--- config.mk ---
export PLATFORM = sky130hd
export DESIGN_NAME = dw_arb_wrr_flat
export DESIGN_NICKNAME = d
export VERILOG_FILES = /design/src/rtl/dw_arb_pkg.sv /design/src/rtl/dw_arb_wrr_if.sv /design/src/rtl/dw_arb_rr_pick.sv /design/src/rtl/dw_arb_wrr.sv /design/src/flat_wrapper.sv
export SDC_FILE = /design/constraint.sdc
export NUM_CORES = 1
export LEC_CHECK = 0
export BUFFER_PORTS_ARGS = -buffer_cell sky130_fd_sc_hd__buf_2
export CORE_MARGIN = 2
export CORE_UTILIZATION = 45
export CTS_CLUSTER_DIAMETER = 80
export CTS_CLUSTER_SIZE = 28
export DETAILED_ROUTE_END_ITERATION = 8
export HOLD_SLACK_MARGIN = 0.05
export PLACE_DENSITY_LB_ADDON = 0.12
export SLEW_MARGIN = 20
export SYNTH_ARGS = -nofsm -noshare
export SYNTH_HDL_FRONTEND = slang
export SYNTH_SLANG_ARGS = --single-unit
--- constraint.sdc ---
create_clock -name clk -period 3 [get_ports clk]
set_input_delay 0 -clock clk [delete_from_list [all_inputs] [get_ports clk]]
set_output_delay 0 -clock clk [all_outputs]
set_load 0.05 [all_outputs]
--- src/rtl/dw_arb_pkg.sv ---
// Shared constants and helpers for the weighted round-robin arbiter.
package dw_arb_pkg;

  // Legal parameter ranges
  localparam int N_MIN  = 2;
  localparam int N_MAX  = 32;
  localparam int WW_MIN = 1;
  localparam int WW_MAX = 8;

  // OUTPUT_MODE encodings
  localparam int OUT_MODE_COMB = 0;
  localparam int OUT_MODE_REG  = 1;

  // PARK_MODE encodings
  localparam int PARK_OFF = 0;
  localparam int PARK_ON  = 1;

  // Per-cycle arbitration decision
  typedef enum logic [1:0] {
    DEC_OFF    = 2'd0,
    DEC_KEEP   = 2'd1,
    DEC_SWITCH = 2'd2,
    DEC_IDLE   = 2'd3
  } dec_e;

  // Ceiling log2, never below 1 so a 2-client arbiter still gets a 1-bit index
  function automatic int clog2(input int value);
    int r;
    r = 0;
    for (int i = 0; i < 31; i++) begin
      if ((1 << i) < value) r = i + 1;
    end
    return (r < 1) ? 1 : r;
  endfunction

endpackage

--- src/rtl/dw_arb_wrr_if.sv ---
// Request/grant bundle between clients and the weighted round-robin arbiter.
interface dw_arb_wrr_if #(
  parameter int N  = 4,
  parameter int WW = 4
);
  import dw_arb_pkg::*;

  localparam int IW = clog2(N);

  logic            init_n;
  logic            enable;
  logic [N-1:0]    request;
  logic [N-1:0]    mask;
  logic [N-1:0]    lock;
  logic [N*WW-1:0] weight;
  logic            granted;
  logic [N-1:0]    grant;
  logic [IW-1:0]   grant_index;

  modport master (
    output init_n, enable, request, mask, lock, weight,
    input  granted, grant, grant_index
  );

  modport slave (
    input  init_n, enable, request, mask, lock, weight,
    output granted, grant, grant_index
  );

endinterface

--- src/rtl/dw_arb_rr_pick.sv ---
// Rotating-priority search: first set bit of mreq at or after start, with wrap.
module dw_arb_rr_pick #(
  parameter int N  = 4,
  parameter int IW = 2
) (
  input  logic [N-1:0]  mreq,
  input  logic [IW-1:0] start,
  output logic [IW-1:0] winner,
  output logic          valid
);

  localparam logic [IW:0] NV = (IW + 1)'(N);

  logic [IW:0] idx;

  // Walk clients start, start+1, ... modulo N; the lowest offset with a request wins
  always_comb begin
    valid  = 1'b0;
    winner = '0;
    idx    = '0;
    for (int k = 0; k < N; k++) begin
      idx = {1'b0, start} + (IW + 1)'(k);
      if (idx >= NV) idx = idx - NV;
      if (!valid && mreq[idx[IW-1:0]]) begin
        valid  = 1'b1;
        winner = idx[IW-1:0];
      end
    end
  end

endmodule

--- src/rtl/dw_arb_wrr.sv ---
// Weighted round-robin arbiter with lock, mask, optional parking and
// selectable registered or combinational outputs.
module dw_arb_wrr
  import dw_arb_pkg::*;
#(
  parameter int N           = 4,
  parameter int WW          = 4,
  parameter int OUTPUT_MODE = 1,
  parameter int PARK_MODE   = 0,
  parameter int PARK_INDEX  = 0
) (
  input  logic        clk,
  input  logic        rst_n,
  dw_arb_wrr_if.slave bus
);

  localparam int IW = clog2(N);

  // Elaboration-time parameter range checks
  if (N < N_MIN || N > N_MAX) begin : g_bad_n
    $error("dw_arb_wrr: N out of range");
  end
  if (WW < WW_MIN || WW > WW_MAX) begin : g_bad_ww
    $error("dw_arb_wrr: WW out of range");
  end
  if (OUTPUT_MODE != OUT_MODE_COMB && OUTPUT_MODE != OUT_MODE_REG) begin : g_bad_om
    $error("dw_arb_wrr: OUTPUT_MODE must be 0 or 1");
  end
  if (PARK_MODE != PARK_OFF && PARK_MODE != PARK_ON) begin : g_bad_pm
    $error("dw_arb_wrr: PARK_MODE must be 0 or 1");
  end
  if (PARK_INDEX < 0 || PARK_INDEX > N - 1) begin : g_bad_pi
    $error("dw_arb_wrr: PARK_INDEX out of range");
  end

  localparam logic [IW-1:0] LAST       = IW'(N - 1);
  localparam logic [IW-1:0] PARK_IDX_V = IW'(PARK_INDEX);
  localparam logic [N-1:0]  ONE        = N'(1);
  localparam logic [N-1:0]  PARK_VEC   = ONE << PARK_INDEX;

  logic [IW-1:0] owner_reg, owner_next;
  logic [WW-1:0] credit_reg, credit_next;
  logic          granted_reg, granted_next;
  logic [N-1:0]  grant_reg, grant_next;
  logic [IW-1:0] index_reg, index_next;

  logic [N-1:0]  mreq;
  logic [IW-1:0] start;
  logic [IW-1:0] pick_winner;
  logic          pick_valid;
  logic [WW-1:0] eff_w [N];
  dec_e          dec;

  assign mreq  = bus.request & ~bus.mask;
  assign start = (owner_reg == LAST) ? '0 : owner_reg + IW'(1);

  // A programmed weight of zero behaves as one
  for (genvar gi = 0; gi < N; gi++) begin : g_eff_w
    assign eff_w[gi] = (bus.weight[gi*WW +: WW] == '0) ? WW'(1) : bus.weight[gi*WW +: WW];
  end

  dw_arb_rr_pick #(.N(N), .IW(IW)) u_pick (
    .mreq   (mreq),
    .start  (start),
    .winner (pick_winner),
    .valid  (pick_valid)
  );

  // Decide keep / switch / idle and form the next state and output values
  always_comb begin
    owner_next   = owner_reg;
    credit_next  = credit_reg;
    granted_next = 1'b0;
    grant_next   = '0;
    index_next   = '0;
    dec          = DEC_OFF;
    if (!bus.init_n) begin
      owner_next  = LAST;
      credit_next = '0;
    end else if (bus.enable) begin
      if (granted_reg && mreq[owner_reg] && (bus.lock[owner_reg] || credit_reg > WW'(1)))
        dec = DEC_KEEP;
      else if (pick_valid)
        dec = DEC_SWITCH;
      else
        dec = DEC_IDLE;
    end
    case (dec)
      DEC_KEEP: begin
        granted_next = 1'b1;
        grant_next   = ONE << owner_reg;
        index_next   = owner_reg;
        if (!bus.lock[owner_reg]) credit_next = credit_reg - WW'(1);
      end
      DEC_SWITCH: begin
        owner_next   = pick_winner;
        credit_next  = eff_w[pick_winner];
        granted_next = 1'b1;
        grant_next   = ONE << pick_winner;
        index_next   = pick_winner;
      end
      DEC_IDLE: begin
        if (PARK_MODE == PARK_ON) begin
          grant_next = PARK_VEC;
          index_next = PARK_IDX_V;
        end
      end
      default: ;
    endcase
  end

  // State register; reset leaves owner at N-1 so the first search starts at client 0
  always_ff @(posedge clk or negedge rst_n) begin
    if (!rst_n) begin
      owner_reg   <= LAST;
      credit_reg  <= '0;
      granted_reg <= 1'b0;
      grant_reg   <= '0;
      index_reg   <= '0;
    end else begin
      owner_reg   <= owner_next;
      credit_reg  <= credit_next;
      granted_reg <= granted_next;
      grant_reg   <= grant_next;
      index_reg   <= index_next;
    end
  end

  // Registered outputs, or same-cycle decision forced to zero during reset
  if (OUTPUT_MODE == OUT_MODE_REG) begin : g_out_reg
    assign bus.granted     = granted_reg;
    assign bus.grant       = grant_reg;
    assign bus.grant_index = index_reg;
  end else begin : g_out_comb
    assign bus.granted     = rst_n & granted_next;
    assign bus.grant       = rst_n ? grant_next : '0;
    assign bus.grant_index = rst_n ? index_next : '0;
  end

endmodule

--- src/flat_wrapper.sv ---
// flat-port wrapper written by rule: the top's interface ports become plain ports
module dw_arb_wrr_flat import dw_arb_pkg::*;
#(
  parameter int N           = 4,
  parameter int WW          = 4,
  parameter int OUTPUT_MODE = 1,
  parameter int PARK_MODE   = 0,
  parameter int PARK_INDEX  = 0
)
  (clk, rst_n, bus_init_n, bus_enable, bus_request, bus_mask, bus_lock, bus_weight, bus_granted, bus_grant, bus_grant_index);
  dw_arb_wrr_if #(.N(N), .WW(WW)) bus_i ();
  input  logic clk;
  input  logic rst_n;
  input wire logic [$bits(bus_i.init_n)-1:0] bus_init_n;
  input wire logic [$bits(bus_i.enable)-1:0] bus_enable;
  input wire logic [$bits(bus_i.request)-1:0] bus_request;
  input wire logic [$bits(bus_i.mask)-1:0] bus_mask;
  input wire logic [$bits(bus_i.lock)-1:0] bus_lock;
  input wire logic [$bits(bus_i.weight)-1:0] bus_weight;
  output wire logic [$bits(bus_i.granted)-1:0] bus_granted;
  output wire logic [$bits(bus_i.grant)-1:0] bus_grant;
  output wire logic [$bits(bus_i.grant_index)-1:0] bus_grant_index;
  assign bus_i.init_n = bus_init_n;
  assign bus_i.enable = bus_enable;
  assign bus_i.request = bus_request;
  assign bus_i.mask = bus_mask;
  assign bus_i.lock = bus_lock;
  assign bus_i.weight = bus_weight;
  assign bus_granted = bus_i.granted;
  assign bus_grant = bus_i.grant;
  assign bus_grant_index = bus_i.grant_index;
  dw_arb_wrr #(.N(N), .WW(WW), .OUTPUT_MODE(OUTPUT_MODE), .PARK_MODE(PARK_MODE), .PARK_INDEX(PARK_INDEX)) u_core (.clk(clk), .rst_n(rst_n), .bus(bus_i));
endmodule
After elaboration in Yosys (flattened, before gate mapping)
Cells that the tools add are included.
{"block": "word_totals", "ram_bits": 0, "output_inout_bits": 7, "n_memories": 0, "regBits": 13, "latch_bits": 0, "elab_cells": 92, "rom_bits": 0, "inputBits": 32}
{"block": "classes", "n_mul": 0, "reduce_logical": 14, "n_eq_ne": 4, "muxes": 44, "n_lt_le_gt_ge": 11, "n_addsub": 9, "bitwise": 3, "n_div": 0, "n_shift": 2}
{"cell": "$mux 4", "n": 8}
{"cell": "$mux 2", "n": 14}
{"cell": "$logic_not 4->1", "n": 4}
{"cell": "$pmux 4 s2", "n": 2}
{"cell": "$lt 2x3->1 const B", "n": 5}
{"cell": "$bmux 1 s2", "n": 6}
{"cell": "$ge 3x3->1 const B", "n": 4}
{"cell": "$mux 1", "n": 12}
{"cell": "$bmux 4 s2", "n": 1}
{"cell": "$shl 1x2->4 const A", "n": 2}
{"cell": "$sub 2x1->2 const B", "n": 4}
{"cell": "$add 2x2->3 const B", "n": 2}
{"cell": "$logic_and 1x1->1", "n": 5}
{"cell": "$and 4x4->4", "n": 1}
{"cell": "$eq 2x2->1 const B", "n": 2}
{"cell": "$gt 4x1->1 const B", "n": 1}
{"cell": "$not 4->4", "n": 1}
{"cell": "$pmux 2 s2", "n": 1}
{"cell": "$sub 4x1->4 const B", "n": 1}
{"cell": "$add 2x1->3 const B", "n": 1}
{"cell": "$ge 2x3->1 const B", "n": 1}
{"cell": "$logic_not 1->1", "n": 3}
{"cell": "$not 2->3", "n": 1}
{"cell": "$add 2x1->2 const B", "n": 1}
{"cell": "4 further kinds", "n": 4}

Logic depth before layout (Yosys ltp)
Gate-level depths: netlist of run 1.
{"block": "depth", "depth_word": 23, "depth_mapped": 13, "mapped_depth_nobuf": 12}

Cells and area by module
A second synthesis of run 1 with hierarchy kept.
{"block": "hier_totals", "hier_cells": 119, "hier_area_um2": 1047.3}
{"module": "dw_arb_wrr", "n_inst": 1, "seq_area_each_um2": 327.8, "cells_each": 104, "area_each_um2": 969.7}
{"module": "dw_arb_rr_pick", "n_inst": 1, "seq_area_each_um2": 0.0, "cells_each": 15, "area_each_um2": 77.6}

Worst setup path before layout of run 1
Ideal clock, no wire load.
{"block": "synth_timing", "path_kind": "register to register", "startpoint": "register u_core.owner_reg[0]", "endpoint": "register u_core.credit_reg[1]", "path_slack_ns": 0.225, "setup_time_ns": 0.086, "arrival_time_ns": 2.689, "required_time_ns": 2.914, "stages_incl_launch_ff": 12, "synth_period_minus_slack_ns": 2.775, "path_buffers": 1, "path_cell_list": "dfstp_2 mux4_2 or4_1 nand3_2 nand3_2 inv_2 ha_1 buf_2 inv_1 a211oi_1 o21ai_0 a32oi_1"}
{"block": "synth_via", "elab_chain_cells": 22, "elab_cells_between_ends": 59, "classes_between": "8 x add/sub; 4 x order compare; 3 x eq/ne; 34 x mux; 1 x bitwise; 9 x reduce/logical"}
{"item": "from (decl)", "line": "dw_arb_wrr.sv:41", "source": "logic [IW-1:0] owner_reg, owner_next;"}
{"item": "from (signal assigned)", "line": "dw_arb_wrr.sv:121", "source": "owner_reg <= owner_next;"}
{"item": "parallel branches: the longest is 21 deep, another holds $add 2x1->3"}
{"item": "$pmux 4 s2 *", "line": "dw_arb_wrr.sv:88", "source": "case (dec)"}
{"item": "named net u_core.credit_next[1]", "line": "dw_arb_wrr.sv:42", "source": "logic [WW-1:0] credit_reg, credit_next;"}
{"item": "to (signal assigned)", "line": "dw_arb_wrr.sv:122", "source": "credit_reg <= credit_next;"}
{"item": "to (decl)", "line": "dw_arb_wrr.sv:42"}
Mark *: on every way through the listed nets, which the timed path passes. The select of a mux whose other input is x is not followed.
A chain may end at the register's enable or synchronous reset.

Worst setup path in the final report of run 1
{"block": "layout_timing", "startpoint": "register u_core.owner_reg[0]", "endpoint": "register u_core.credit_reg[2]"}
The elaborated chain is that of the path after synthesis.

==> metrics.log, run 1 <==
[metrics] global-route wire length before repair: 5.816 mm
[metrics] Hold Crit Start: bus_weight[0]
[metrics] total inserted antenna cells: 0
[metrics] worst r2r path cells: 10
[metrics] Avg Vias per Cell: 5.906
[metrics] maximum number of pins on one net before global-route repair: 14
[metrics] number of sinks driven by the clock tree: 13
[metrics] number of global-route vias before repair: 1255
[metrics] Least-Margin Pin Slew: 0.5517 ns
[metrics] endpoints failing hold: 0
[metrics] height of the die: 55.69 um
[metrics] area enclosed by the die boundary: 3101 um^2
[metrics] area of the core: 2500 um^2
[metrics] predominant post-synthesis flop cell: sky130_fd_sc_hd__dfrtp_1
[metrics] cell type with the largest total area after synthesis: sky130_fd_sc_hd__dfrtp_1
[metrics] maximum buffer depth of the clock tree: 2
[metrics] Final Net Count: 221
[metrics] synth warn: 0
[metrics] vias: 1258
[metrics] last weighted congestion value of the routability-driven placer: 0.8952
[metrics] async set or reset register ratio after synthesis: 100.0%
[metrics] final clock skew: 0.005508 ns
[metrics] quantity of I/O buffers inserted on ports: 38
[metrics] Remaining DRCs: 0
[metrics] number of buffers added by the clock tree synthesis step: 3
[metrics] Achievable Freq: 0.3496 GHz
[metrics] antenna violation net count after detailed routing: 0
[metrics] Area Overhead vs Synth: 27.06%
[metrics] count of TritonRoute iterations in the first routing pass: 4
[metrics] clock network latency to the later pin of the worst-skew pair: 0.28 ns
[metrics] final WL: 3.263 mm
[metrics] Multi-input gate area: 824.5 um^2
[metrics] Horiz. Die Dim: 55.69 um
[metrics] critical path capture point type: register
[metrics] average routed wire per standard cell: 15.32 um
[metrics] Post-Route Setup TNS: 0 ns
[metrics] power per standard cell area: 408.6 nW/um^2
[metrics] worst reg2reg endpoint: u_core.credit_reg[2]
[metrics] final number of setup-violating endpoints: 0
[metrics] fraction of post-synthesis cell area in the top cell type by area: 22.89%
[metrics] sequential element share of the synthesized area: 27.26%
[metrics] peak fanout along the critical path: 5
[metrics] IR drop worst, VDD: 0.3526 mV
[metrics] CTS clk-pin slew, worst paths: 0.08 ns
[metrics] root cell of the clock tree: sky130_fd_sc_hd__clkbuf_4
[metrics] global route total overflow: 0
[metrics] GR Util All Layers: 23.24%
[metrics] end point of the worst hold path: u_core.credit_reg[0]
[metrics] area taken by flip-flops and latches: 327.8 um^2
[metrics] biggest area contributors in the synthesized netlist: sky130_fd_sc_hd__dfrtp_1 23%, sky130_fd_sc_hd__ha_1 5.2%, sky130_fd_sc_hd__a21oi_1 4.6%
[metrics] Tcrit/Tclk final: 95.33%
[metrics] site row count: 18
[metrics] CP Data Required Time: 3.13 ns
[metrics] initial detailed-routing violation count: 27
[metrics] clock tree from TritonCTS: yes
[metrics] total I/O pin count: 39
[metrics] number of instances in the placed design: 204
[metrics] crit path time final: 2.860 ns
[metrics] Worst R2R Start: u_core.owner_reg[0]
[metrics] average cell area after synthesis: 8.713 um^2
[metrics] number of distinct library cells after synthesis: 44
[metrics] flop and latch count out of synthesis: 13
[metrics] count of H-tree levels built during CTS: 1
[metrics] status: complete, no violations
[metrics] post-synthesis instance total: 138
[metrics] Syn Nets: 175
[metrics] starting utilization of the core area: 48.10%
[metrics] post-route non-filler standard cell count: 213
[metrics] setup repair after global routing missed its margin: false
[metrics] relative slew slack: 63.22%
[metrics] kind of critical path: reg -> reg
[metrics] fraction of layout cells with a size suffix above 1: 34.43%
[metrics] reg2reg setup slack: 0.14 ns
[metrics] layout filler cell count: 256
[metrics] Finished Core Util: 61.11%
[metrics] number of pins exceeding their max-slew limit in the final report: 0
[metrics] CP startpoint kind: register
[metrics] half-perimeter wire length after placement: 2.634 mm
[metrics] Worst Hold Depth: 3
[metrics] initial antenna violation count: 0
[metrics] count of flip-flops with a built-in enable after synthesis: 0
[metrics] total standard cell area after synthesis: 1202 um^2
[metrics] number of maximum-capacitance violations: 0
[metrics] worst min-delay path category: in -> reg
[metrics] static leakage power: 0.7190 nW
[metrics] data arrival time at the worst-slack endpoint: 2.99 ns
[metrics] commonest cells in the synthesized netlist: 11 x sky130_fd_sc_hd__a21oi_1, 11 x sky130_fd_sc_hd__dfrtp_1, 11 x sky130_fd_sc_hd__nor2_1
[what timing repair did]
action | 4_1_cts | 5_1_grt
endpoints found under the hold margin | 17 | 0
endpoints found under the setup margin | 0 | 4
setup buffers | 0 | 0
hold buffers | 5 | 0
gates resized for setup | 0 | 3
[layer usage]
metal | share of wire, % | GRT usage, % | routed length [um]
met2 | 48 | 38.10 | 1562
met3 | 4.6 | 1.395 | 150
met5 | 0 | 0 | 0
met4 | 1.0 | 6.272 | 34
met1 | 46 | 33.19 | 1516
[metrics by stage]
stage | setup slack (ns) | power [mW] | hold WS, ns | instance area (um^2)
3_3_place_gp | 0.1551 | 0.4985 | -0.1073 | 1431
3_5_place_dp | 0.07950 | 0.5050 | -0.1029 | 1431
4_1_cts | 0.04838 | 0.6203 | 0.06709 | 1508
5_1_grt | 0.003644 | 0.6734 | 0.08478 | 1528
6_report | 0.1400 | 0.6242 | 0.06852 | 1528
2_1_floorplan | 0.2248 | 0.4219 | -0.2956 | 1202
[cell families after synthesis]
group | count (synthesis) | share of synthesized area [%]
buf+inv | 16 | 5.827
compound gates | 47 | 31.42
simple gates | 47 | 19.98
fa+ha+maj | 5 | 5.203
xor+xnor | 2 | 1.457
flops | 13 | 27.26
mux | 8 | 8.845
[area by class of cell]
type / count / area share, %
clock buffers: 4 / 1.720
repair buffers: 48 / 18.18
well taps: 30 / 2.457
inverters: 9 / 2.211
flip-flops and latches: 13 / 21.46
multi-input cells: 109 / 53.97
[worst max-delay path by stage]
stage | startpoint | endpoint | slack [ns]
3_5_place_dp | u_core.owner_reg[0] | u_core.credit_reg[2] | 0.08
4_1_cts | u_core.owner_reg[0] | u_core.credit_reg[2] | 0.05
6_report | u_core.owner_reg[0] | u_core.credit_reg[2] | 0.14
2_1_floorplan | u_core.owner_reg[0] | u_core.credit_reg[1] | 0.22
5_1_grt | u_core.owner_reg[0] | u_core.credit_reg[2] | 0.004
3_3_place_gp | u_core.owner_reg[0] | u_core.credit_reg[1] | 0.16
[power breakdown]
group	internal (mW)	switching, mW	total (mW)
Combinational	0.124	0.186	0.309
Sequential	0.195	0.0124	0.207
Clock	0.0516	0.0560	0.108
Total	0.370	0.254	0.624
[worst max-delay path, stage by stage, from the launching register on]
cell                       delay, ns
sky130_fd_sc_hd__dfstp_2        0.54
sky130_fd_sc_hd__mux4_2         0.53
sky130_fd_sc_hd__or4_1          0.50
sky130_fd_sc_hd__nand3_2        0.11
sky130_fd_sc_hd__nand3_2        0.09
sky130_fd_sc_hd__inv_2          0.06
sky130_fd_sc_hd__ha_2           0.21
sky130_fd_sc_hd__nor2_1         0.09
sky130_fd_sc_hd__a32o_1         0.22
sky130_fd_sc_hd__a32oi_1        0.19
sky130_fd_sc_hd__o221ai_1       0.16
[layout by cell type, fill, tap and decap left out, types with 4 or more instances in the layout]
cell type | Yosys | final
sky130_fd_sc_hd__a21oi_1 | 11 | 11
sky130_fd_sc_hd__a221oi_1 | 4 | 4
sky130_fd_sc_hd__a22oi_1 | 4 | 4
sky130_fd_sc_hd__a32oi_1 | 4 | 4
sky130_fd_sc_hd__buf_2 | 4 | 38
sky130_fd_sc_hd__buf_4 | 1 | 5
sky130_fd_sc_hd__dfrtp_1 | 11 | 11
sky130_fd_sc_hd__dlygate4sd3_1 | 0 | 5
sky130_fd_sc_hd__ha_1 | 5 | 4
sky130_fd_sc_hd__inv_1 | 7 | 7
sky130_fd_sc_hd__mux2i_1 | 5 | 5
sky130_fd_sc_hd__nand2_1 | 9 | 9
sky130_fd_sc_hd__nand2b_1 | 4 | 4
sky130_fd_sc_hd__nor2_1 | 11 | 11
sky130_fd_sc_hd__nor2b_1 | 5 | 5
sky130_fd_sc_hd__nor3_1 | 8 | 8
Power figures use the tool's default switching activity.
==> run 2: changes to the inputs <==
==> constraint.sdc (replaced) <==
create_clock -name clk -period 2.6 [get_ports clk]
set_input_delay 0 -clock clk [delete_from_list [all_inputs] [get_ports clk]]
set_output_delay 0 -clock clk [all_outputs]
set_load 0.05 [all_outputs]
==> metrics.log, run 2 (same netlist as run 1, synthesis figures left out) <==
[metrics] data arrival time at the worst-slack endpoint: 2.84 ns (-0.15 ns)
[metrics] critical path capture point type: register
[metrics] initial antenna violation count: 0 (unchanged)
[metrics] Final Net Count: 235 (+6.3%)
[metrics] kind of critical path: reg -> reg
[metrics] initial detailed-routing violation count: 61 (+130%)
[metrics] global route total overflow: 0 (unchanged)
[metrics] last weighted congestion value of the routability-driven placer: 0.9830 (+9.8%)
[metrics] final clock skew: 0.006094 ns (+0.0005860 ns)
[metrics] clock network latency to the later pin of the worst-skew pair: 0.29 ns (about the same)
[metrics] worst reg2reg endpoint: u_core.credit_reg[1]
[metrics] average routed wire per standard cell: 15.51 um (+1.2%)
[metrics] number of global-route vias before repair: 1309 (+4.3%)
[metrics] Horiz. Die Dim: 55.69 um (unchanged)
[metrics] power per standard cell area: 458.8 nW/um^2 (+12%)
[metrics] Post-Route Setup TNS: -0.1202 ns (-0.1202 ns)
[metrics] total I/O pin count: 39 (unchanged)
[metrics] half-perimeter wire length after placement: 2.693 mm (+2.2%)
[metrics] register share of total power: 30.6% (-2.6 points)
[metrics] status: finished with violations
[metrics] number of pins exceeding their max-slew limit in the final report: 0 (unchanged)
[metrics] number of maximum-capacitance violations: 0 (unchanged)
[metrics] Avg Vias per Cell: 6.048 (+2.4%)
[metrics] switching part of the total power: 41.12% (+0.42 points)
[metrics] worst hold slack across all endpoints: 0.05452 ns (-0.01400 ns)
[metrics] vias: 1373 (+9.1%)
[metrics] final number of setup-violating endpoints: 4 (+4)
[metrics] site row count: 18 (unchanged)
[metrics] total inserted antenna cells: 0 (unchanged)
[metrics] Finished Core Util: 68.07% (+7.0 points)
[metrics] combinational share of power: 52.6% (+3.0 points)
[metrics] GR Util All Layers: 24.56% (+1.3 points)
[metrics] Critical Path Start: u_core.owner_reg[0]
[metrics] commonest cells after routing, fill and taps aside: 38 x sky130_fd_sc_hd__buf_2, 16 x sky130_fd_sc_hd__buf_4, 11 x sky130_fd_sc_hd__dfrtp_1
[metrics] final WL: 3.520 mm (+7.9%)
[metrics] number of sinks driven by the clock tree: 13 (unchanged)
[metrics] internal power: 0.4597 mW (+24%)
[metrics] P_sw: 0.3210 mW (+26%)
[metrics] maximum number of pins on one net before global-route repair: 14 (unchanged)
[metrics] layout filler cell count: 198 (-23%)
[metrics] Worst R2R Start: u_core.owner_reg[0]
[metrics] Remaining DRCs: 0 (unchanged)
[metrics] height of the die: 55.69 um (unchanged)
[metrics] endpoints failing hold: 0 (unchanged)
[metrics] global-route wire length before repair: 6.009 mm (+3.3%)
[metrics] final std cell area, no fill: 1702 um^2 (+11%)
[metrics] starting utilization of the core area: 48.10% (unchanged)
[metrics] violations in the final reports: negative setup slack
[metrics] Critical Path End: u_core.credit_reg[1]
[metrics] Clk network pwr share: 16.8% (-0.4 points)
[metrics] CP startpoint kind: register
[metrics] setup repair after global routing missed its margin: true
[metrics] Least-Margin Pin Slew: 0.4724 ns (-0.07926 ns)
[metrics] static leakage power: 0.7871 nW (+9.5%)
[metrics] reg2reg setup slack: -0.04 ns (-0.18 ns)
[metrics] placed inst area: 1516 um^2 (+5.9%)
[metrics] CTS clk-pin slew, worst paths: 0.08 ns (about the same)
[metrics] Area Overhead vs Synth: 41.52%
[metrics] Achievable Freq: 0.3792 GHz (+8.4%)
[metrics] crit path time final: 2.637 ns (-0.2226 ns)
[metrics] maximum buffer depth of the clock tree: 2 (unchanged)
[metrics] area of the core: 2500 um^2 (unchanged)
[metrics] root cell of the clock tree: sky130_fd_sc_hd__clkbuf_4
[metrics] Tcrit/Tclk final: 101.4% (+6.1 points)
[metrics] IR drop worst, VDD: 0.4786 mV (+36%)
[metrics] area enclosed by the die boundary: 3101 um^2 (unchanged)
[metrics] number of buffers added by the clock tree synthesis step: 3 (unchanged)
[metrics] count of H-tree levels built during CTS: 1 (unchanged)
[metrics] clock tree from TritonCTS: yes
[metrics] CP Data Required Time: 2.80 ns (-0.33 ns)
[metrics] count of TritonRoute iterations in the first routing pass: 4 (unchanged)
[metrics] min setup slack post-route: -0.03737 ns (-0.1774 ns)
[metrics] quantity of I/O buffers inserted on ports: 38 (unchanged)
[metrics] leading cell type in the layout, fill and taps excluded: sky130_fd_sc_hd__buf_2
[metrics] peak fanout along the critical path: 7 (+2)
[metrics] worst r2r path cells: 10 (unchanged)
[metrics] relative slew slack: 68.50% (+5.3 points)
[metrics] worst min-delay path category: in -> reg
[metrics] fraction of layout cells with a size suffix above 1: 42.13% (+7.7 points)
[metrics] antenna violation net count after detailed routing: 0 (unchanged)
==> run 2: cell count changes in the layout (fill, tap and decap cells not counted), sizes merged <==
cell         before  now
buf              43   55
dlygate4sd3       5    7
==> run 2: power by group through the flow <==
stage	combinational, mW	sequential, mW	clock [mW]
finish	0.411	0.239	0.131
global route	0.451	0.241	0.144
CTS	0.389	0.238	0.132
detailed placement	0.365	0.242	0
global placement	0.358	0.241	0
floorplan	0.230	0.269	0
==> run 2: worst max-delay path, stage by stage (launching register included) <==
cell and delay (ns):
sky130_fd_sc_hd__dfstp_2 0.55, sky130_fd_sc_hd__mux4_2 0.51, sky130_fd_sc_hd__or4_4 0.44, sky130_fd_sc_hd__nand3_4 0.12
sky130_fd_sc_hd__nand3_4 0.08, sky130_fd_sc_hd__inv_2 0.07, sky130_fd_sc_hd__ha_4 0.15, sky130_fd_sc_hd__buf_4 0.11
sky130_fd_sc_hd__o211a_4 0.21, sky130_fd_sc_hd__a221oi_1 0.10, sky130_fd_sc_hd__a32oi_1 0.22
==> run 2: how the worst min path moves through the flow <==
stage | start | depth (start not counted) | to | slack, ns
3_5_place_dp | rst_n | 1 | u_core.bus.grant[3] | -0.1
2_1_floorplan | rst_n | 0 | u_core.bus.grant[0] | -0.30
4_1_cts | bus_weight[14] | 3 | u_core.credit_reg[2] | 0.05
5_1_grt | bus_weight[6] | 3 | u_core.credit_reg[2] | 0.08
6_report | bus_weight[14] | 3 | u_core.credit_reg[2] | 0.05
3_3_place_gp | rst_n | 1 | u_core.bus.grant[3] | -0.10
==> run 2: through the flow <==
step / total power [mW] / instances / worst slack (ns)
6_report: 0.7807 / 227 / -0.03737
2_1_floorplan: 0.4985 / 138 / 0.01048
3_3_place_gp: 0.5995 / 213 / 0.007625
5_1_grt: 0.8360 / 227 / -0.1161
4_1_cts: 0.7592 / 224 / -0.04764
3_5_place_dp: 0.6076 / 213 / -0.07967
==> run 2: cell type report <==
type	count	area [um^2]	area share, %
Multi-Input combinational cell	109	882.1	51.84
Tap cell	30	37.54	2.206
Inverter	9	36.28	2.132
Sequential cell	13	327.8	19.26
Timing Repair Buffer	62	391.6	23.01
Clock buffer	4	26.28	1.544
==> run 2: per-layer routing <==
layer	global-route usage [%]	part of all wire, %	wire length, um	vias up
li1	-	-	-	650
met1	32.90	44	1562	655
met2	38.78	46	1617	56
met3	4.884	7.2	253	12
met4	9.756	2.5	87	0
met5	0	0	0	-
==> run 2: what timing repair did <==
action / CTS / global route
buffers inserted: 0 / 3
hold buffers: 7 / 0
hold endpoints to repair: 19 / 0
pin swaps: 3 / 5
endpoints found under the setup margin: 4 / 5
gates cloned: 0 / 0
resized for setup: 5 / 9
